## src/rtl/hazard_scoreboard_if.sv

```systemverilog
// hazard_scoreboard_if
//   Bundles the decode-side request and the issue/writeback response of the
//   hazard scoreboard so the decoder and the scoreboard share one port.
//
//   master : decoder side, drives id_* and flush, observes every result.
//   slave  : scoreboard side, observes id_* and flush, drives every result.
//
//   Request  : id_valid, id_rs1, id_rs2, id_uses_rs1, id_uses_rs2, id_rd,
//              id_reg_write, flush
//   Response : pc_write, issue, raw_hazard, rs1_hazard, rs2_hazard,
//              fwd_rs1, fwd_rs2, wb_valid, wb_rd, stall_count, hazard_err
interface hazard_scoreboard_if #(
  parameter int REG_ADDR_W  = 5,
  parameter int STALL_CNT_W = 16
);
  logic                   id_valid;
  logic [REG_ADDR_W-1:0]  id_rs1;
  logic [REG_ADDR_W-1:0]  id_rs2;
  logic                   id_uses_rs1;
  logic                   id_uses_rs2;
  logic [REG_ADDR_W-1:0]  id_rd;
  logic                   id_reg_write;
  logic                   flush;

  logic                   pc_write;
  logic                   issue;
  logic                   raw_hazard;
  logic                   rs1_hazard;
  logic                   rs2_hazard;
  logic                   fwd_rs1;
  logic                   fwd_rs2;
  logic                   wb_valid;
  logic [REG_ADDR_W-1:0]  wb_rd;
  logic [STALL_CNT_W-1:0] stall_count;
  logic                   hazard_err;

  modport master (
    output id_valid, id_rs1, id_rs2, id_uses_rs1, id_uses_rs2, id_rd,
           id_reg_write, flush,
    input  pc_write, issue, raw_hazard, rs1_hazard, rs2_hazard, fwd_rs1,
           fwd_rs2, wb_valid, wb_rd, stall_count, hazard_err
  );

  modport slave (
    input  id_valid, id_rs1, id_rs2, id_uses_rs1, id_uses_rs2, id_rd,
           id_reg_write, flush,
    output pc_write, issue, raw_hazard, rs1_hazard, rs2_hazard, fwd_rs1,
           fwd_rs2, wb_valid, wb_rd, stall_count, hazard_err
  );
endinterface

```

## src/rtl/hazard_scoreboard.sv

```systemverilog
// hazard_scoreboard
//   Issue controller for the single-issue cpu core. Keeps a shift register
//   of the destination registers of in-flight instructions, compares them
//   against the sources of the decoded instruction, and stalls (pc_write=0,
//   bubble inserted) while a RAW dependency is pending. The oldest stage is
//   the writeback stage and qualifies register-file writes.
//
//   Parameters : WB_LATENCY (1..4) stages from issue to writeback,
//                REG_ADDR_W register address width,
//                STALL_CNT_W width of the saturating stall counter.
//   Ports      : clock  - rising-edge clock
//                reset  - synchronous, active-high
//                bus    - hazard_scoreboard_if.slave (decode request in,
//                         issue / hazard / writeback / statistics out)
//
//   Optional feature: define HAZARD_FORWARD_EN to let an operand whose only
//   matching producer sits in the writeback stage be forwarded from the
//   writeback bus instead of stalling (fwd_rs1/fwd_rs2 flag it). Without
//   the macro every match stalls and fwd_rs1/fwd_rs2 are tied to 0.
module hazard_scoreboard #(
  parameter int WB_LATENCY  = 2,
  parameter int REG_ADDR_W  = 5,
  parameter int STALL_CNT_W = 16
) (
  input  logic               clock,
  input  logic               reset,
  hazard_scoreboard_if.slave bus
);
  localparam int WB_STAGE = WB_LATENCY - 1;
  // Run counter needs to reach WB_LATENCY+1 so the overrun is visible;
  // it then holds instead of wrapping.
  localparam int RUN_W = $clog2(WB_LATENCY + 2);
  localparam logic [RUN_W-1:0]       RUN_MAX   = RUN_W'(WB_LATENCY + 1);
  localparam logic [RUN_W-1:0]       RUN_LIMIT = RUN_W'(WB_LATENCY);
  localparam logic [STALL_CNT_W-1:0] STALL_MAX = '1;

  logic [WB_LATENCY-1:0]  stage_v;
  logic [REG_ADDR_W-1:0]  stage_rd [WB_LATENCY];
  logic [STALL_CNT_W-1:0] stall_cnt;
  logic [RUN_W-1:0]       run_cnt;
  logic                   err_flag;

  logic rs1_young, rs1_wb, rs2_young, rs2_wb;
  logic rs1_haz, rs2_haz, fwd1, fwd2;
  logic stall, issue_now, load_entry;

  // Split matches into "writeback stage" and "any younger stage" so the
  // forwarding build can ignore a match that lives only in writeback.
  always_comb begin
    rs1_young = 1'b0;
    rs1_wb    = 1'b0;
    rs2_young = 1'b0;
    rs2_wb    = 1'b0;
    for (int k = 0; k < WB_LATENCY; k++) begin
      if (stage_v[k] && bus.id_uses_rs1 && (bus.id_rs1 != '0) &&
          (stage_rd[k] == bus.id_rs1)) begin
        if (k == WB_STAGE) rs1_wb = 1'b1;
        else               rs1_young = 1'b1;
      end
      if (stage_v[k] && bus.id_uses_rs2 && (bus.id_rs2 != '0) &&
          (stage_rd[k] == bus.id_rs2)) begin
        if (k == WB_STAGE) rs2_wb = 1'b1;
        else               rs2_young = 1'b1;
      end
    end
  end

  // Hazards and forwarding are forced low while reset is held.
  always_comb begin
    rs1_haz = 1'b0;
    rs2_haz = 1'b0;
    fwd1    = 1'b0;
    fwd2    = 1'b0;
    if (bus.id_valid && !reset) begin
`ifdef HAZARD_FORWARD_EN
      rs1_haz = rs1_young;
      rs2_haz = rs2_young;
      fwd1    = rs1_wb && !rs1_young;
      fwd2    = rs2_wb && !rs2_young;
`else
      rs1_haz = rs1_young || rs1_wb;
      rs2_haz = rs2_young || rs2_wb;
`endif
    end
  end

  // A flush wins over a stall: the PC moves and a bubble goes in.
  always_comb begin
    stall      = bus.id_valid && (rs1_haz || rs2_haz) && !bus.flush;
    issue_now  = bus.id_valid && !(rs1_haz || rs2_haz) && !bus.flush && !reset;
    load_entry = issue_now && bus.id_reg_write && (bus.id_rd != '0);
  end

  // Pipeline shift, stall statistics and the stall-run overrun check.
  always_ff @(posedge clock) begin
    if (reset) begin
      stage_v <= '0;
      for (int k = 0; k < WB_LATENCY; k++) stage_rd[k] <= '0;
      stall_cnt <= '0;
      run_cnt   <= '0;
      err_flag  <= 1'b0;
    end else begin
      for (int k = 1; k < WB_LATENCY; k++) begin
        stage_v[k]  <= stage_v[k-1];
        stage_rd[k] <= stage_rd[k-1];
      end
      stage_v[0]  <= load_entry;
      stage_rd[0] <= load_entry ? bus.id_rd : '0;
      if (stall) begin
        if (stall_cnt != STALL_MAX) stall_cnt <= stall_cnt + 1'b1;
        if (run_cnt != RUN_MAX)     run_cnt   <= run_cnt + 1'b1;
        // This stall makes the run one longer than WB_LATENCY.
        if (run_cnt >= RUN_LIMIT)   err_flag  <= 1'b1;
      end else begin
        run_cnt <= '0;
      end
    end
  end

  assign bus.rs1_hazard  = rs1_haz;
  assign bus.rs2_hazard  = rs2_haz;
  assign bus.raw_hazard  = rs1_haz || rs2_haz;
  assign bus.fwd_rs1     = fwd1;
  assign bus.fwd_rs2     = fwd2;
  assign bus.issue       = issue_now;
  assign bus.pc_write    = !reset && !stall;
  assign bus.wb_valid    = stage_v[WB_STAGE];
  assign bus.wb_rd       = stage_rd[WB_STAGE];
  assign bus.stall_count = stall_cnt;
  assign bus.hazard_err  = err_flag;
endmodule

```

## src/flat_wrapper.sv

```systemverilog
// flat-port wrapper written by rule: the top's interface ports become plain ports
module hazard_scoreboard_flat 
#(
  parameter int WB_LATENCY  = 2,
  parameter int REG_ADDR_W  = 5,
  parameter int STALL_CNT_W = 16
)
  (clock, reset, bus_id_valid, bus_id_rs1, bus_id_rs2, bus_id_uses_rs1, bus_id_uses_rs2, bus_id_rd, bus_id_reg_write, bus_flush, bus_pc_write, bus_issue, bus_raw_hazard, bus_rs1_hazard, bus_rs2_hazard, bus_fwd_rs1, bus_fwd_rs2, bus_wb_valid, bus_wb_rd, bus_stall_count, bus_hazard_err);
  hazard_scoreboard_if #(.REG_ADDR_W(REG_ADDR_W), .STALL_CNT_W(STALL_CNT_W)) bus_i ();
  input  logic clock;
  input  logic reset;
  input wire logic [$bits(bus_i.id_valid)-1:0] bus_id_valid;
  input wire logic [$bits(bus_i.id_rs1)-1:0] bus_id_rs1;
  input wire logic [$bits(bus_i.id_rs2)-1:0] bus_id_rs2;
  input wire logic [$bits(bus_i.id_uses_rs1)-1:0] bus_id_uses_rs1;
  input wire logic [$bits(bus_i.id_uses_rs2)-1:0] bus_id_uses_rs2;
  input wire logic [$bits(bus_i.id_rd)-1:0] bus_id_rd;
  input wire logic [$bits(bus_i.id_reg_write)-1:0] bus_id_reg_write;
  input wire logic [$bits(bus_i.flush)-1:0] bus_flush;
  output wire logic [$bits(bus_i.pc_write)-1:0] bus_pc_write;
  output wire logic [$bits(bus_i.issue)-1:0] bus_issue;
  output wire logic [$bits(bus_i.raw_hazard)-1:0] bus_raw_hazard;
  output wire logic [$bits(bus_i.rs1_hazard)-1:0] bus_rs1_hazard;
  output wire logic [$bits(bus_i.rs2_hazard)-1:0] bus_rs2_hazard;
  output wire logic [$bits(bus_i.fwd_rs1)-1:0] bus_fwd_rs1;
  output wire logic [$bits(bus_i.fwd_rs2)-1:0] bus_fwd_rs2;
  output wire logic [$bits(bus_i.wb_valid)-1:0] bus_wb_valid;
  output wire logic [$bits(bus_i.wb_rd)-1:0] bus_wb_rd;
  output wire logic [$bits(bus_i.stall_count)-1:0] bus_stall_count;
  output wire logic [$bits(bus_i.hazard_err)-1:0] bus_hazard_err;
  assign bus_i.id_valid = bus_id_valid;
  assign bus_i.id_rs1 = bus_id_rs1;
  assign bus_i.id_rs2 = bus_id_rs2;
  assign bus_i.id_uses_rs1 = bus_id_uses_rs1;
  assign bus_i.id_uses_rs2 = bus_id_uses_rs2;
  assign bus_i.id_rd = bus_id_rd;
  assign bus_i.id_reg_write = bus_id_reg_write;
  assign bus_i.flush = bus_flush;
  assign bus_pc_write = bus_i.pc_write;
  assign bus_issue = bus_i.issue;
  assign bus_raw_hazard = bus_i.raw_hazard;
  assign bus_rs1_hazard = bus_i.rs1_hazard;
  assign bus_rs2_hazard = bus_i.rs2_hazard;
  assign bus_fwd_rs1 = bus_i.fwd_rs1;
  assign bus_fwd_rs2 = bus_i.fwd_rs2;
  assign bus_wb_valid = bus_i.wb_valid;
  assign bus_wb_rd = bus_i.wb_rd;
  assign bus_stall_count = bus_i.stall_count;
  assign bus_hazard_err = bus_i.hazard_err;
  hazard_scoreboard #(.WB_LATENCY(WB_LATENCY), .REG_ADDR_W(REG_ADDR_W), .STALL_CNT_W(STALL_CNT_W)) u_core (.clock(clock), .reset(reset), .bus(bus_i));
endmodule
```

## config.mk

```make
export PLATFORM = sky130hd
export DESIGN_NAME = hazard_scoreboard_flat
export DESIGN_NICKNAME = d
export VERILOG_FILES = /design/src/rtl/hazard_scoreboard_if.sv /design/src/rtl/hazard_scoreboard.sv /design/src/flat_wrapper.sv
export SDC_FILE = /design/constraint.sdc
export NUM_CORES = 1
export LEC_CHECK = 0
export CAP_MARGIN = 20
export CORE_MARGIN = 2
export CORE_UTILIZATION = 46
export DETAILED_ROUTE_END_ITERATION = 10
export GPL_ROUTABILITY_DRIVEN = 0
export PLACE_DENSITY = 0.79
export SKIP_CTS_REPAIR_TIMING = 1
export SYNTH_ARGS = -nofsm -noshare
export SYNTH_HDL_FRONTEND = slang
export SYNTH_SLANG_ARGS = --single-unit
export TNS_END_PERCENT = 50
```

## constraint.sdc

```tcl
create_clock -name clock -period 2.57 [get_ports clock]
set_input_delay 0.3855 -clock clock [delete_from_list [all_inputs] [get_ports clock]]
set_output_delay 0.3855 -clock clock [all_outputs]
set_load 0.05 [all_outputs]
```

* After elaboration in Yosys (flattened, before gate mapping) *
Memories as Yosys holds them, arrays and structs flattened.
Index checks and enable logic that the tools add are counted.

storage, ports and cells
  word-level logic and storage cells = 63
  bits in writable memories = 10
  register bits = 21
  memories = 1

cells by class
  bitwise operators = 3
  eq/ne operators = 6
  add/sub/neg operators = 2
  mux-type cells = 12
  reduce and logical (&&, ||, !) cells = 34
  magnitude comparators = 1

memories
  name             words  bits a word  read ports  clocked after Yosys merged registers in  write ports  RTL line                 text
  u_core.stage_rd  2      5            2           0                                        2            hazard_scoreboard.sv:38  logic [REG_ADDR_W-1:0] stage_rd [WB_LATENCY];

operators by type and width
  kind                     count
  $logic_and A1 B1 Y1      21
  $eq A5 B5 Y1             4
  $add A16 B1 Y16 const B  1
  $ne A16 B16 Y1 const B   1
  $mux W5                  3
  $reduce_bool A5 Y1       3
  $mux W1                  9
  $logic_not A1 Y1         4
  $reduce_and A2 Y1        2
  $logic_or A1 B1 Y1       3
  $add A2 B1 Y2 const B    1
  $ge A2 B2 Y1 const B     1
  $ne A2 B2 Y1 const B     1
  $or A1 B1 Y1             2
  $reduce_or A2 Y1         1
  $not A1 Y1               1

* Longest topological paths before layout *
Gate-level depths: netlist of the first run.

  depth in word-level cells = 15
  gate-level depth with buffers = 9
  depth with buffers taken out = 7

* Worst setup path before layout of the first run *
OpenSTA, ideal clock, no wires.

  kind = input to output
  start point = input bus_id_rs1[0]
  end point = output bus_issue
  buffers on the path = 0
  arrival = 2,766 ps
  setup slack = -582 ps
  stages on the path = 4
  path through = or4_1 > o21ai_1 > o22ai_1 > nor3b_1

on the way
  longest elaborated chain between the ends = 11
  elaborated cells on any way between the ends = 16
  classes of those cells = 2 x eq/ne; 3 x mux; 11 x reduce/logical

ends and longest elaborated chain
  item                                  RTL line                 text
  start, declared                       flat_wrapper.sv:13       input wire logic [$bits(bus_i.id_rs1)-1:0] bus_id_rs1;
  $reduce_bool A5 Y1                    hazard_scoreboard.sv:55  if (stage_v[k] && bus.id_uses_rs1 && (bus.id_rs1 != '0) &&
  $logic_and A1 B1 Y1 (2 in a row)      hazard_scoreboard.sv:55
  $mux W1                               hazard_scoreboard.sv:55
  $logic_or A1 B1 Y1 (*)                hazard_scoreboard.sv:81  rs1_haz = rs1_young || rs1_wb;
  $mux W1 (*)                           hazard_scoreboard.sv:74  if (bus.id_valid && !reset) begin
  $logic_or A1 B1 Y1 (*)                n/a
  named net bus_raw_hazard              flat_wrapper.sv:22       output wire logic [$bits(bus_i.raw_hazard)-1:0] bus_raw_hazard;
  $logic_not A1 Y1 (*)                  hazard_scoreboard.sv:90  issue_now = bus.id_valid && !(rs1_haz || rs2_haz) && !bus.flush && !reset;
  $logic_and A1 B1 Y1 (*) (3 in a row)  hazard_scoreboard.sv:90
  end, declared                         flat_wrapper.sv:21       output wire logic [$bits(bus_i.issue)-1:0] bus_issue;

Mark *: on every way through the listed nets, which the timed path passes. The rest lies on a longest branch.

* Worst setup path after layout of the first run *
  start point = input bus_id_rs2[3]
  end point = output bus_issue

on the way
  longest elaborated chain between the ends = 11
  elaborated cells on any way between the ends = 16
  classes of those cells = 2 x eq/ne; 3 x mux; 11 x reduce/logical

ends and longest elaborated chain
  item                                  RTL line                 text
  start, declared                       flat_wrapper.sv:14       input wire logic [$bits(bus_i.id_rs2)-1:0] bus_id_rs2;
  $reduce_bool A5 Y1                    hazard_scoreboard.sv:60  if (stage_v[k] && bus.id_uses_rs2 && (bus.id_rs2 != '0) &&
  $logic_and A1 B1 Y1 (2 in a row)      hazard_scoreboard.sv:60
  $mux W1                               hazard_scoreboard.sv:60
  $logic_or A1 B1 Y1 (*)                hazard_scoreboard.sv:82  rs2_haz = rs2_young || rs2_wb;
  $mux W1 (*)                           hazard_scoreboard.sv:74
  $logic_or A1 B1 Y1 (*)                hazard_scoreboard.sv:90
  $logic_not A1 Y1 (*)                  hazard_scoreboard.sv:90
  $logic_and A1 B1 Y1 (*) (3 in a row)  hazard_scoreboard.sv:90

Mark *: on every way between the ends. The rest lies on a longest branch, timed or not.

==> results of run 1 <==
==> kinds of logic after synthesis <==
group | synth area share
compound gates | 0.103
xor+xnor | 0.117
fa+ha+maj | 0.0228
buf+inv | 0.0546
flops | 0.376
mux | 0.0197
other cells | 0.00227
simple gates | 0.304
==> final cells by class <==
cell class | instances | share of cell area
repair buffers | 63 | 0.273
well taps | 46 | 0.0238
clock buffers | 7 | 0.0269
inverters | 2 | 0.00311
multi-input cells | 145 | 0.413
flip-flops and latches | 31 | 0.257
clock inverters | 1 | 0.00311
==> worst min-delay path, cell delays in order (launching register included) <==
cell                      delay, ns
sky130_fd_sc_hd__dfxtp_1       0.33
sky130_fd_sc_hd__inv_1         0.05
sky130_fd_sc_hd__o22ai_1       0.07
==> metal layers <==
layer,track usage,vias to the layer above,routed length [um]
li1,-,785,-
met5,0,-,0
met2,0.344,37,2070
met3,0.0352,5,164
met1,0.258,740,1790
met4,0.0652,0,57
==> report_power, final <==
part	internal [mW]	switching [mW]
combinational	0.0644	0.0559
sequential	0.483	0.00336
clock	0.160	0.172
total	0.707	0.231
==> worst paths after layout <==
check                       startpoint                        end  slack, ns  depth (start not counted)
max reg2reg  u_core.bus.stall_count[0]  u_core.bus.stall_count[5]       0.41                          8
min reg2reg      u_core.bus.hazard_err      u_core.bus.hazard_err       0.49                          2
max                      bus_id_rs2[3]                  bus_issue       0.05                          6
min              u_core.bus.hazard_err      u_core.bus.hazard_err       0.49                          2
==> sequential cells by signal, indices dropped and copies added, names as in the netlist <==
| signal | count |
|---|---|
| u_core.bus.hazard_err | 1 |
| u_core.bus.stall_count | 16 |
| u_core.run_cnt | 2 |
| u_core.stage_rd | 10 |
| u_core.stage_v | 2 |
==> placed cells by master (no fill, tap or decap), types with 2 or more instances in the layout <==
cell type / netlist / final
sky130_fd_sc_hd__clkbuf_8: 0 / 2
sky130_fd_sc_hd__clkdlybuf4s50_1: 0 / 40
sky130_fd_sc_hd__conb_1: 1 / 2
sky130_fd_sc_hd__o21ai_4: 0 / 2
sky130_fd_sc_hd__ha_1: 3 / 3
sky130_fd_sc_hd__nor2b_1: 15 / 14
sky130_fd_sc_hd__nand4_1: 8 / 8
sky130_fd_sc_hd__mux2_2: 2 / 2
sky130_fd_sc_hd__or4_1: 11 / 9
sky130_fd_sc_hd__o31ai_1: 3 / 3
sky130_fd_sc_hd__nor2_1: 13 / 13
sky130_fd_sc_hd__buf_12: 0 / 4
sky130_fd_sc_hd__clkbuf_4: 0 / 5
sky130_fd_sc_hd__or4_4: 0 / 2
sky130_fd_sc_hd__a21oi_1: 8 / 8
sky130_fd_sc_hd__xor2_1: 2 / 2
sky130_fd_sc_hd__o22a_1: 2 / 2
sky130_fd_sc_hd__nand3_1: 11 / 11
sky130_fd_sc_hd__or3_1: 6 / 6
sky130_fd_sc_hd__xnor2_1: 20 / 20
sky130_fd_sc_hd__buf_4: 8 / 14
sky130_fd_sc_hd__dlymetal6s2s_1: 0 / 4
sky130_fd_sc_hd__nand2_1: 9 / 9
sky130_fd_sc_hd__and2_1: 5 / 5
sky130_fd_sc_hd__dfxtp_1: 31 / 31
sky130_fd_sc_hd__inv_1: 2 / 2
sky130_fd_sc_hd__o21ai_0: 10 / 10
==> through the flow <==
step	hold slack, ns	instances	total power, mW	setup WS [ns]	area (um^2)
6_report	0.492	295	0.939	0.0529	2420
4_1_cts	0.494	294	0.941	-0.0344	2350
2_1_floorplan	0.461	190	0.549	0.0567	1670
5_1_grt	0.506	295	0.977	-0.0229	2420
3_3_place_gp	0.468	286	0.611	-0.00397	2280
3_5_place_dp	0.472	286	0.612	-0.0474	2280
==> impl_metrics.prom, run 1 <==
# TYPE chip_impl_metric gauge
chip_impl_info{name="run_status",value="complete, no violations"} 1
chip_impl_info{name="worst-setup-path-type",value="in2out"} 1
chip_impl_metric{name="die_w",unit="um"} 63.9
chip_impl_metric{name="globalRoute.totalOverflow",unit=""} 0
chip_impl_metric{name="floorplan.die_area",unit="um^2"} 4080
chip_impl_metric{name="via_per_inst",unit=""} 5.31
chip_impl_metric{name="register_area",unit="um^2"} 621
chip_impl_metric{name="clkSlewWorstSetupHoldPaths",unit="ns"} 0.10
chip_impl_info{name="cpLargestDelayFamily",value="simple AND/OR/NAND/NOR gates"} 1
chip_impl_metric{name="drc",unit=""} 0
chip_impl_metric{name="drive_gt1_frac",unit=""} 0.157
chip_impl_metric{name="synthCells",unit=""} 189
chip_impl_metric{name="grt_pass1_wl",unit="um"} 6550
chip_impl_metric{name="area_growth",unit="%"} 46.6
chip_impl_metric{name="clock_tree.htree_level_count",unit=""} 2
chip_impl_metric{name="n_antenna_cell",unit=""} 0
chip_impl_metric{name="worstMarginPinSlew",unit="ns"} 0.502
chip_impl_metric{name="slew_headroom",unit=""} 0.664
chip_impl_metric{name="cp_data_arrival_time",unit="ns"} 2.13
chip_impl_info{name="tritoncts",value="done"} 1
chip_impl_metric{name="finalHoldViolations",unit=""} 0
chip_impl_metric{name="floorplan.initialDensity",unit=""} 0.487
chip_impl_metric{name="max_clock_freq",unit="MHz"} 397
chip_impl_metric{name="cp_slowest_stage_delay",unit="ns"} 0.56
chip_impl_metric{name="utilization",unit=""} 0.713
chip_impl_metric{name="floorplan.die.height",unit="um"} 63.9
chip_impl_metric{name="gr-usage-all-layers",unit=""} 0.202
chip_impl_metric{name="vdd_ir_drop_max",unit="mV"} 0.273
chip_impl_metric{name="area_taken_by_multi_input_logic_gates",unit="um^2"} 998
chip_impl_metric{name="worst-path-max-fanout",unit=""} 3
chip_impl_info{name="synth_most_common_cell",value="sky130_fd_sc_hd__dfxtp_1"} 1
chip_impl_metric{name="final.period_utilization",unit=""} 0.979
chip_impl_metric{name="final-setup-viol-count",unit=""} 0
chip_impl_info{name="hold_path_class",value="reg2reg"} 1
chip_impl_info{name="worst_path_max_delay_cell",value="sky130_fd_sc_hd__or4_4"} 1
chip_impl_info{name="ys_dominant_reg_cell",value="sky130_fd_sc_hd__dfxtp_1"} 1
chip_impl_metric{name="yosysUniqueCellTypes",unit=""} 35
chip_impl_info{name="worst_setup_path_end_kind",value="output port"} 1
chip_impl_metric{name="seq_area_frac_synth",unit=""} 0.376
chip_impl_metric{name="post_drt_wl_per_cell",unit="um"} 13.8
chip_impl_metric{name="design.core.area",unit="um^2"} 3390
chip_impl_metric{name="syn_avg_cell_area",unit="um^2"} 8.73
chip_impl_metric{name="antenna_left",unit=""} 0
chip_impl_metric{name="clk_latency",unit="ns"} 0.33
chip_impl_metric{name="number_of_warnings_issued_by_yosys",unit=""} 0
chip_impl_metric{name="timing.critical_path.required",unit="ns"} 2.18
chip_impl_metric{name="post_synth_instance_area",unit="um^2"} 1650
chip_impl_metric{name="final_net_count",unit=""} 273
chip_impl_metric{name="setup_tns",unit="ns"} 0
chip_impl_metric{name="cts-buffers-inserted",unit=""} 5
chip_impl_metric{name="synth-edff-count",unit=""} 0
chip_impl_info{name="post_synth_main_area_contributors",value="sky130_fd_sc_hd__dfxtp_1 38%, sky130_fd_sc_hd__xnor2_1 11%, sky130_fd_sc_hd__nor2b_1 5.7%"} 1
chip_impl_info{name="timing.critical_path.cells",value="clkdlybuf4s50_1, or4_4, o21ai_4, o22ai_4, nor3b_2, clkbuf_16"} 1
chip_impl_metric{name="numClockSinks",unit=""} 31
chip_impl_metric{name="maxSlewViolCount",unit=""} 0
chip_impl_metric{name="clk_path_buf_depth",unit=""} 2
chip_impl_info{name="netlist_top_cells_count",value="31 x sky130_fd_sc_hd__dfxtp_1, 20 x sky130_fd_sc_hd__xnor2_1, 15 x sky130_fd_sc_hd__nor2b_1"} 1
chip_impl_metric{name="maxCapViolCount",unit=""} 0
chip_impl_metric{name="first_global_vias",unit=""} 1463
chip_impl_metric{name="buffer_ports.inserted",unit=""} 49
chip_impl_info{name="yosys.area.top_type",value="sky130_fd_sc_hd__dfxtp_1"} 1
chip_impl_metric{name="crit_buf_inv",unit=""} 2
chip_impl_metric{name="route.final.wire_length",unit="um"} 4080
chip_impl_metric{name="grt_antenna_before_repair",unit=""} 0
chip_impl_metric{name="period_needed",unit="ns"} 2.52
chip_impl_info{name="cp-start-kind",value="primary input"} 1
chip_impl_metric{name="via_count",unit=""} 1567
chip_impl_metric{name="ys_seq_elements",unit=""} 31
chip_impl_info{name="clockRootBuffer",value="sky130_fd_sc_hd__clkbuf_4"} 1
chip_impl_metric{name="initialDrtViolationCount",unit=""} 40
chip_impl_metric{name="hpwlAfterDp",unit="um"} 3040
chip_impl_metric{name="synth_async_sr_flop_share",unit=""} 0
chip_impl_metric{name="nFillCells",unit=""} 256
chip_impl_metric{name="drt_pass1_iterations",unit=""} 4
chip_impl_metric{name="grt_start_max_net_pins",unit=""} 33
chip_impl_metric{name="fin_skew",unit="ns"} 0.0124
chip_impl_metric{name="share_of_yosys_cell_area_claimed_by_the_top_area_cell_type",unit=""} 0.376
chip_impl_metric{name="power_per_cell_area",unit="nW/um^2"} 388
chip_impl_metric{name="leak_pwr",unit="nW"} 0.877
chip_impl_metric{name="num_io_pins",unit=""} 52
chip_impl_metric{name="number_of_standard_cell_rows_in_the_floorplan",unit=""} 21
No activity file was read; power rests on OpenSTA's default activity.
==> run 2, diff against run 1 <==
--- a/config.mk
+++ b/config.mk
@@ -7,10 +7,10 @@
 export LEC_CHECK = 0
 export CAP_MARGIN = 20
 export CORE_MARGIN = 2
-export CORE_UTILIZATION = 46
+export CORE_UTILIZATION = 50
 export DETAILED_ROUTE_END_ITERATION = 10
 export GPL_ROUTABILITY_DRIVEN = 0
-export PLACE_DENSITY = 0.79
+export PLACE_DENSITY = 0.85
 export SKIP_CTS_REPAIR_TIMING = 1
 export SYNTH_ARGS = -nofsm -noshare
 export SYNTH_HDL_FRONTEND = slang
==> constraint.sdc (replaced) <==
create_clock -name clock -period 3.22 [get_ports clock]
set_input_delay 0.483 -clock clock [delete_from_list [all_inputs] [get_ports clock]]
set_output_delay 0.483 -clock clock [all_outputs]
set_load 0.05 [all_outputs]
==> run 2 against run 1 <==
Power shrank 22%. Register-to-register slack gained 0.53 ns. Flip-flop and latch count is the same. Cell area shrank 7.3%. Final cell count shrank 5.1%. Clock power shrank 21%. Sequential share of layout area grew 2.0 points. Via count shrank 3.8%. Sequential power shrank 20%. Global-route usage grew 1.2 points. Critical path type unchanged. Largest cell class unchanged.
==> impl_metrics.prom, run 2 (synthesis results as in run 1) <==
# TYPE chip_impl_metric gauge
chip_impl_info{name="run_status",value="complete, no violations"} 1
chip_impl_metric{name="grt_pass1_wl",unit="um"} 5930
chip_impl_metric{name="area_growth",unit="%"} 35.9
chip_impl_info{name="hold_path_class",value="reg2reg"} 1
chip_impl_metric{name="dpl.cell_count",unit=""} 272
chip_impl_metric{name="power_switching",unit="mW"} 0.175
chip_impl_metric{name="worstMarginPinSlew",unit="ns"} 0.516
chip_impl_info{name="tritoncts",value="done"} 1
chip_impl_metric{name="die_w",unit="um"} 61.4
chip_impl_info{name="cpLargestDelayFamily",value="simple AND/OR/NAND/NOR gates"} 1
chip_impl_metric{name="number_of_standard_cell_rows_in_the_floorplan",unit=""} 20
chip_impl_metric{name="first_global_vias",unit=""} 1342
chip_impl_info{name="layout_common_cells",value="44 x sky130_fd_sc_hd__clkdlybuf4s50_1, 31 x sky130_fd_sc_hd__dfxtp_1, 20 x sky130_fd_sc_hd__xnor2_1, 15 x sky130_fd_sc_hd__nor2b_1, 13 x sky130_fd_sc_hd__nor2_1"} 1
chip_impl_info{name="timing.critical_path.cells",value="clkdlybuf4s50_1, or4_1, o21ai_1, o22ai_2, nand2b_1, nor2b_1, buf_4"} 1
chip_impl_metric{name="clock_tree.htree_level_count",unit=""} 2
chip_impl_metric{name="setup_tns",unit="ns"} 0
chip_impl_metric{name="max_reg_flops",unit=""} 16
chip_impl_metric{name="via_per_inst",unit=""} 5.39
chip_impl_metric{name="final_net_count",unit=""} 260
chip_impl_metric{name="floorplan.die_area",unit="um^2"} 3770
chip_impl_info{name="worst_path_max_delay_cell",value="sky130_fd_sc_hd__or4_1"} 1
chip_impl_info{name="worst_setup_path_end_kind",value="output port"} 1
chip_impl_metric{name="drc",unit=""} 0
chip_impl_metric{name="clk_latency",unit="ns"} 0.33
chip_impl_metric{name="maxCapViolCount",unit=""} 0
chip_impl_metric{name="buffer_ports.inserted",unit=""} 49
chip_impl_metric{name="crit_buf_inv",unit=""} 2
chip_impl_metric{name="comb_power_share",unit=""} 0.113
chip_impl_metric{name="via_count",unit=""} 1508
chip_impl_metric{name="max_clock_freq",unit="MHz"} 334
chip_impl_metric{name="post_drt_wl_per_cell",unit="um"} 13.5
chip_impl_metric{name="maxSlewViolCount",unit=""} 0
chip_impl_metric{name="cp_data_arrival_time",unit="ns"} 2.51
chip_impl_metric{name="finish.cell_count_without_fillers",unit=""} 280
chip_impl_metric{name="num_io_pins",unit=""} 52
chip_impl_metric{name="period_needed",unit="ns"} 2.99
chip_impl_metric{name="clkSlewWorstSetupHoldPaths",unit="ns"} 0.09
chip_impl_metric{name="worst-path-max-fanout",unit=""} 4
chip_impl_info{name="worst-setup-path-type",value="in2out"} 1
chip_impl_metric{name="internal_power",unit="mW"} 0.556
chip_impl_metric{name="final.period_utilization",unit=""} 0.930
chip_impl_metric{name="grt_start_max_net_pins",unit=""} 33
chip_impl_metric{name="finalHoldViolations",unit=""} 0
chip_impl_metric{name="fin_skew",unit="ns"} 0.00803
chip_impl_metric{name="slew_headroom",unit=""} 0.655
chip_impl_metric{name="drive_gt1_frac",unit=""} 0.0847
chip_impl_metric{name="nFillCells",unit=""} 259
chip_impl_metric{name="drt_pass1_iterations",unit=""} 4
chip_impl_metric{name="route.final.wire_length",unit="um"} 3790
chip_impl_metric{name="power.share.sequential",unit=""} 0.530
chip_impl_metric{name="antenna_left",unit=""} 0
chip_impl_metric{name="n_antenna_cell",unit=""} 0
chip_impl_metric{name="floorplan.initialDensity",unit=""} 0.531
chip_impl_metric{name="sw_frac_of_total",unit=""} 0.240
chip_impl_metric{name="cts-buffers-inserted",unit=""} 5
chip_impl_metric{name="power.clock.fraction",unit=""} 0.357
chip_impl_metric{name="grt_antenna_before_repair",unit=""} 0
chip_impl_metric{name="vdd_ir_drop_max",unit="mV"} 0.230
chip_impl_metric{name="design.core.area",unit="um^2"} 3100
chip_impl_info{name="clockRootBuffer",value="sky130_fd_sc_hd__clkbuf_4"} 1
chip_impl_info{name="cp-start-kind",value="primary input"} 1
chip_impl_metric{name="floorplan.die.height",unit="um"} 61.4
chip_impl_metric{name="numClockSinks",unit=""} 31
chip_impl_metric{name="final-setup-viol-count",unit=""} 0
chip_impl_metric{name="clk_path_buf_depth",unit=""} 2
chip_impl_info{name="grt_setup_unrepaired",value="false"} 1
chip_impl_metric{name="timing.critical_path.required",unit="ns"} 2.74
chip_impl_metric{name="gr-usage-all-layers",unit=""} 0.214
chip_impl_info{name="most_common_cell_after_layout_fill_and_taps_aside",value="sky130_fd_sc_hd__clkdlybuf4s50_1"} 1
chip_impl_metric{name="power_per_cell_area",unit="nW/um^2"} 327
chip_impl_metric{name="leak_pwr",unit="nW"} 0.757
chip_impl_metric{name="cp_slowest_stage_delay",unit="ns"} 0.56
chip_impl_metric{name="hpwlAfterDp",unit="um"} 2890
chip_impl_metric{name="globalRoute.totalOverflow",unit=""} 0
chip_impl_metric{name="initialDrtViolationCount",unit=""} 79
[run 2: layout make-up]
class / count / area [um^2] / area share
Multi-Input combinational cell: 145 / 953 / 0.425
Sequential cell: 31 / 621 / 0.277
Timing Repair Buffer: 50 / 536 / 0.239
Clock buffer: 8 / 68.8 / 0.0307
Tap cell: 44 / 55.1 / 0.0246
Inverter: 2 / 7.51 / 0.00335
[run 2: worst paths after layout]
kind                                             endpoint  slack [ns]                      start  cells after the start
worst max-delay path                         bus_pc_write        0.23              bus_id_rs2[0]                      7
worst min-delay path                u_core.bus.hazard_err        0.50      u_core.bus.hazard_err                      2
worst max register to register  u_core.bus.stall_count[6]        0.94  u_core.bus.stall_count[0]                      7
worst min register to register      u_core.bus.hazard_err        0.50      u_core.bus.hazard_err                      2
[run 2: worst reg2reg max path, delay by kind of cell (launching register included)]
kind | cells | cell delay (ns)
compound gates | 1 | 0.32
flops | 1 | 0.35
fa+ha+maj | 1 | 0.25
simple gates | 4 | 0.87
mux | 1 | 0.37
[run 2: power by group through the flow]
stage	Clock (mW)	Sequential, mW	Combinational (mW)
after floorplan	0	0.397	0.0410
after global placement	0	0.397	0.0806
after detailed placement	0	0.397	0.0813
after CTS	0.265	0.388	0.0821
after global routing	0.280	0.388	0.0883
final	0.261	0.388	0.0825
[run 2: metal layers]
| metal | vias up | wire length [um] | track usage |
|---|---|---|---|
| li1 | 758 | - | - |
| met1 | 709 | 1780 | 0.294 |
| met2 | 36 | 1820 | 0.328 |
| met3 | 5 | 140 | 0.0441 |
| met4 | 0 | 44 | 0.0912 |
| met5 | - | 0 | 0 |
[run 2: metrics by stage]
stage,total power [mW],setup slack (ns),util,area [um^2],hold WS (ns)
after floorplan,0.438,0.143,-,1660,0.461
after global placement,0.477,0.248,0.698,2170,0.474
after detailed placement,0.478,0.165,0.698,2170,0.480
after CTS,0.735,0.156,0.720,2230,0.499
after global routing,0.757,0.103,0.722,2240,0.513
final,0.732,0.226,0.722,2240,0.498
==> run 3, diff against run 2 <==
--- a/config.mk
+++ b/config.mk
@@ -6,7 +6,7 @@
 export NUM_CORES = 1
 export LEC_CHECK = 0
 export CAP_MARGIN = 20
-export CORE_MARGIN = 2
+export CORE_MARGIN = 1.5
 export CORE_UTILIZATION = 50
 export DETAILED_ROUTE_END_ITERATION = 10
 export GPL_ROUTABILITY_DRIVEN = 0
==> run 3 against run 2 <==
Sequential power about the same. Combinational power hardly changed. Power fell by 5.8%.
==> impl_metrics.prom, run 3 (synthesis results as in run 1) <==
# TYPE chip_impl_metric gauge
chip_impl_info{name="tritoncts",value="done"} 1
chip_impl_info{name="clockRootBuffer",value="sky130_fd_sc_hd__clkbuf_4"} 1
chip_impl_info{name="grt_setup_unrepaired",value="false"} 1
chip_impl_metric{name="grt_antenna_before_repair",unit=""} 0
chip_impl_metric{name="worstMarginPinSlew",unit="ns"} 0.514
chip_impl_metric{name="drc",unit=""} 0
chip_impl_metric{name="fin_skew",unit="ns"} 0.00511
chip_impl_metric{name="postLayoutCellArea",unit="um^2"} 2220
chip_impl_info{name="hold_start",value="u_core.bus.hazard_err"} 1
chip_impl_metric{name="buffer_ports.inserted",unit=""} 49
chip_impl_metric{name="maxCapViolCount",unit=""} 0
chip_impl_metric{name="post_drt_wl_per_cell",unit="um"} 13.7
chip_impl_metric{name="final_net_count",unit=""} 260
chip_impl_metric{name="die_w",unit="um"} 60.4
chip_impl_metric{name="route.final.wire_length",unit="um"} 3840
chip_impl_metric{name="area_growth",unit="%"} 34.9
chip_impl_metric{name="slew_headroom",unit=""} 0.656
chip_impl_metric{name="worst-path-max-fanout",unit=""} 4
chip_impl_metric{name="ff2ff_path_depth",unit=""} 7
chip_impl_metric{name="initialDrtViolationCount",unit=""} 74
chip_impl_metric{name="max_clock_freq",unit="MHz"} 333
chip_impl_metric{name="power.share.sequential",unit=""} 0.563
chip_impl_metric{name="placed_inst_area",unit="um^2"} 2170
chip_impl_metric{name="clock_tree.htree_level_count",unit=""} 2
chip_impl_metric{name="internal_power",unit="mW"} 0.509
chip_impl_metric{name="hpwlAfterDp",unit="um"} 2870
chip_impl_info{name="most_common_cell_after_layout_fill_and_taps_aside",value="sky130_fd_sc_hd__clkdlybuf4s50_1"} 1
chip_impl_metric{name="power.clock.fraction",unit=""} 0.317
chip_impl_info{name="worst-setup-path-type",value="in2out"} 1
chip_impl_info{name="cp-start-kind",value="primary input"} 1
chip_impl_info{name="hold_path_end",value="u_core.bus.hazard_err"} 1
chip_impl_metric{name="totalPowerFinal",unit="mW"} 0.689
chip_impl_metric{name="timing.critical_path.required",unit="ns"} 2.74
chip_impl_metric{name="n_antenna_cell",unit=""} 0
chip_impl_metric{name="clk_path_buf_depth",unit=""} 2
chip_impl_metric{name="floorplan.initialDensity",unit=""} 0.531
chip_impl_metric{name="finalHoldViolations",unit=""} 0
chip_impl_metric{name="first_global_vias",unit=""} 1306
chip_impl_metric{name="drive_gt1_frac",unit=""} 0.0890
chip_impl_metric{name="clk_latency",unit="ns"} 0.33
chip_impl_metric{name="num_io_pins",unit=""} 52
chip_impl_metric{name="floorplan.die.height",unit="um"} 60.4
chip_impl_metric{name="comb_power_share",unit=""} 0.120
chip_impl_info{name="worstReg2RegEnd",value="u_core.bus.stall_count[6]"} 1
chip_impl_metric{name="rrSetupSlack",unit="ns"} 0.99
chip_impl_metric{name="utilization",unit=""} 0.717
chip_impl_info{name="hold_path_class",value="reg2reg"} 1
chip_impl_info{name="timing.rr.start",value="u_core.bus.stall_count[0]"} 1
chip_impl_metric{name="cells_on_worst_hold_path",unit=""} 2
chip_impl_metric{name="grt_pass1_wl",unit="um"} 5880
chip_impl_metric{name="number_of_standard_cell_rows_in_the_floorplan",unit=""} 20
chip_impl_info{name="layout_common_cells",value="44 x sky130_fd_sc_hd__clkdlybuf4s50_1, 31 x sky130_fd_sc_hd__dfxtp_1, 20 x sky130_fd_sc_hd__xnor2_1, 15 x sky130_fd_sc_hd__nor2b_1, 13 x sky130_fd_sc_hd__nor2_1"} 1
chip_impl_metric{name="power_switching",unit="mW"} 0.180
chip_impl_metric{name="via_count",unit=""} 1538
chip_impl_metric{name="sw_frac_of_total",unit=""} 0.261
chip_impl_metric{name="setup_tns",unit="ns"} 0
chip_impl_metric{name="cp_data_arrival_time",unit="ns"} 2.52
chip_impl_metric{name="leak_pwr",unit="nW"} 0.753
chip_impl_info{name="run_status",value="complete, no violations"} 1
chip_impl_metric{name="gr-usage-all-layers",unit=""} 0.219
chip_impl_info{name="cp-startpoint",value="bus_id_rs2[0]"} 1
chip_impl_metric{name="floorplan.die_area",unit="um^2"} 3650
chip_impl_metric{name="globalRoute.totalOverflow",unit=""} 0
chip_impl_metric{name="via_per_inst",unit=""} 5.49
chip_impl_metric{name="antenna_left",unit=""} 0
chip_impl_info{name="worst_setup_path_end_kind",value="output port"} 1
chip_impl_metric{name="nFillCells",unit=""} 277
chip_impl_metric{name="final-setup-viol-count",unit=""} 0
chip_impl_metric{name="final.period_utilization",unit=""} 0.932
chip_impl_metric{name="grt_start_max_net_pins",unit=""} 33
chip_impl_metric{name="max_reg_flops",unit=""} 16
chip_impl_metric{name="clkSlewWorstSetupHoldPaths",unit="ns"} 0.10
chip_impl_metric{name="power_per_cell_area",unit="nW/um^2"} 310
chip_impl_metric{name="numClockSinks",unit=""} 31
chip_impl_metric{name="drt_pass1_iterations",unit=""} 4
chip_impl_metric{name="cts-buffers-inserted",unit=""} 5
chip_impl_metric{name="design.core.area",unit="um^2"} 3100
chip_impl_metric{name="vdd_ir_drop_max",unit="mV"} 0.241
chip_impl_metric{name="period_needed",unit="ns"} 3.00
chip_impl_metric{name="maxSlewViolCount",unit=""} 0
## run 3: cell types whose count changed in the layout (fill, tap and decap cells not counted), sizes merged
cell,previous run,this run
clkbuf,8,5
clkinv,0,3
## run 3: area by class of cell
type                       count  area [um^2]  area share
timing repair buffer          50          536       0.241
inverter                       2         7.51     0.00337
clock buffer                   5         37.5      0.0169
sequential                    31          621       0.279
tap                           44         55.1      0.0247
clock inverter                 3         15.0     0.00675
multi-input combinational    145          953       0.429
## run 3: worst max-delay path by stage
stage              endpoint  slack, ns
2_1_floorplan  bus_pc_write       0.14
3_3_place_gp   bus_pc_write       0.24
3_5_place_dp   bus_pc_write       0.19
4_1_cts        bus_pc_write       0.18
5_1_grt        bus_pc_write       0.06
6_report       bus_pc_write       0.22
## run 3: per-layer routing
metal  GRT usage  routed length [um]  share of wire
met1       0.302                1750           0.46
met2       0.323                1840           0.48
met3      0.0597                 186          0.048
met4      0.0963                  66          0.017
met5           0                   0              0
## run 3: through the flow
step,setup slack [ns],hold slack [ns],std cells
6_report,0.220,0.488,280
5_1_grt,0.0644,0.517,280
4_1_cts,0.181,0.487,280
3_5_place_dp,0.186,0.469,272
3_3_place_gp,0.237,0.473,272
2_1_floorplan,0.143,0.461,190
## run 3: worst max-delay path, stage by stage
cell and delay [ns]:
sky130_fd_sc_hd__clkdlybuf4s50_1 0.47, sky130_fd_sc_hd__or4_1 0.56, sky130_fd_sc_hd__o21ai_1 0.27, sky130_fd_sc_hd__o22ai_2 0.18, sky130_fd_sc_hd__nand2b_1 0.17, sky130_fd_sc_hd__nor2b_1 0.16
sky130_fd_sc_hd__buf_4 0.21
## run 3: power groups by stage
stage	sequential (mW)	combinational (mW)	clock [mW]
2_1_floorplan	0.397	0.0410	0
3_3_place_gp	0.397	0.0809	0
3_5_place_dp	0.397	0.0817	0
4_1_cts	0.388	0.0820	0.226
5_1_grt	0.388	0.0882	0.240
6_report	0.388	0.0826	0.218
==> patch (config.mk and constraints of run 1) <==
`STALL_CNT_W` is set to 16 in 3 places; all go to 32.
--- a/src/rtl/hazard_scoreboard_if.sv
+++ b/src/rtl/hazard_scoreboard_if.sv
@@ -13,3 +13,3 @@
   parameter int REG_ADDR_W  = 5,
-  parameter int STALL_CNT_W = 16
+  parameter int STALL_CNT_W = 32
 );
--- a/src/rtl/hazard_scoreboard.sv
+++ b/src/rtl/hazard_scoreboard.sv
@@ -22,3 +22,3 @@
   parameter int REG_ADDR_W  = 5,
-  parameter int STALL_CNT_W = 16
+  parameter int STALL_CNT_W = 32
 ) (
--- a/src/flat_wrapper.sv
+++ b/src/flat_wrapper.sv
@@ -5,3 +5,3 @@
   parameter int REG_ADDR_W  = 5,
-  parameter int STALL_CNT_W = 16
+  parameter int STALL_CNT_W = 32
 )
Ports: changed (resized bus_stall_count); port bits go from 52 to 68. No check against the original RTL was run, so the function may have changed too.
==> patch against run 1 <==
- via count grew 58%
- worst setup slack gained 0.053 ns
- non-clock buffer count grew 19
- total power grew 58%
- critical endpoint is now bus_raw_hazard
- final area grew 46%
- sequential share of layout area grew 1.0 points
- count of clock-buffer cells in the layout shrank 1
- sequential cell count grew 16
- routed wire length grew 56%
- register-to-register slack lost 0.18 ns
- synthesized area grew 56%
- die area grew 52%
==> patch: results <==
set metrics [dict create \
    dr_wl_met3_um 223 \
    drtIter0Drc 151 \
    hpwlAfterDp_um 4730 \
    slowest_delay_ns 0.54 \
    power_frac_comb_pct 7.7 \
    worst_pin_slew_ns 0.562 \
    largest_reg_flops 32 \
    ys_seq_area_share_pct 36.6 \
    track_usage_pct 21.2 \
    crit_slowest_cell "clkdlybuf4s50_1" \
    grt_pass1_wl_um 10600 \
    grt_pass1_vias 2246 \
    dp_slack_ns -0.149 \
    clockPowerShare_pct 43.1 \
    synth_top_area_share_pct 36.6 \
    p_per_area_nw_per_um2 422 \
    wl_um 6350 \
    cts_root_buf "clkbuf_8" \
    grt_max_degree 41 \
    synthTopCellsByArea "dfxtp_1 (37%), xnor2_1 (6.8%), nand4_1 (4.9%)" \
    synth.distinct_cells 48 \
    fin_nets 399 \
    outcome "completed" \
    layout-drive-gt1-share_pct 12.3 \
    final.setup_skew_ns 0.00830 \
    insertion_delay_ns 0.30 \
    critPathTopFamily "buffers and inverters" \
    p_switching_mw 0.309 \
    wl_met1_um 2870 \
    p_leak_nw 1.20 \
    num_vias 2475 \
    io_buffers 65 \
]
-- patch: area by class of cell --
cell class / count / share of cell area [%]
sequential: 47 / 26.7
tap: 72 / 2.55
inverter: 3 / 0.319
multi-input combinational: 235 / 42.9
clock buffer: 6 / 2.06
timing repair buffer: 82 / 23.8
clock inverter: 2 / 1.70
-- patch: layer usage --
metal / vias to the layer above / global-route usage (%)
met5: - / 0
met4: 0 / 6.49
met3: 8 / 3.75
met2: 57 / 37.5
met1: 1173 / 26.2
li1: 1237 / -
-- patch: logic make-up (layout without fill, tap and decap cells) --
| family | count (synthesis) | after routing | synth area share [%] |
|---|---|---|---|
| compound gates | 57 | 57 | 14.4 |
| xor+xnor | 21 | 21 | 7.16 |
| fa+ha+maj | 3 | 3 | 1.46 |
| buf+inv | 21 | 93 | 5.36 |
| flops | 47 | 47 | 36.6 |
| mux | 7 | 7 | 3.75 |
| other cells | 1 | 2 | 0.146 |
| simple gates | 145 | 145 | 31.1 |
-- patch: path summary, 6_finish.rpt --
kind / start / endpoint / slack, ns / cells after the start
worst max-delay path: bus_id_rs1[2] / bus_raw_hazard / 0.11 / 8
worst min register to register: u_core.bus.hazard_err$_SDFFE_PP0P_ / u_core.bus.hazard_err$_SDFFE_PP0P_ / 0.49 / 1
worst min-delay path: u_core.bus.hazard_err$_SDFFE_PP0P_ / u_core.bus.hazard_err$_SDFFE_PP0P_ / 0.49 / 1
worst max register to register: u_core.bus.stall_count[0]$_SDFFE_PP0P_ / u_core.bus.stall_count[28]$_SDFFE_PP0P_ / 0.23 / 7
-- patch: stage by stage --
step | std cells | instance area (um^2)
2_1_floorplan | 303 | 2580
3_3_place_gp | 438 | 3360
3_5_place_dp | 438 | 3360
4_1_cts | 446 | 3490
5_1_grt | 447 | 3530
6_report | 447 | 3530
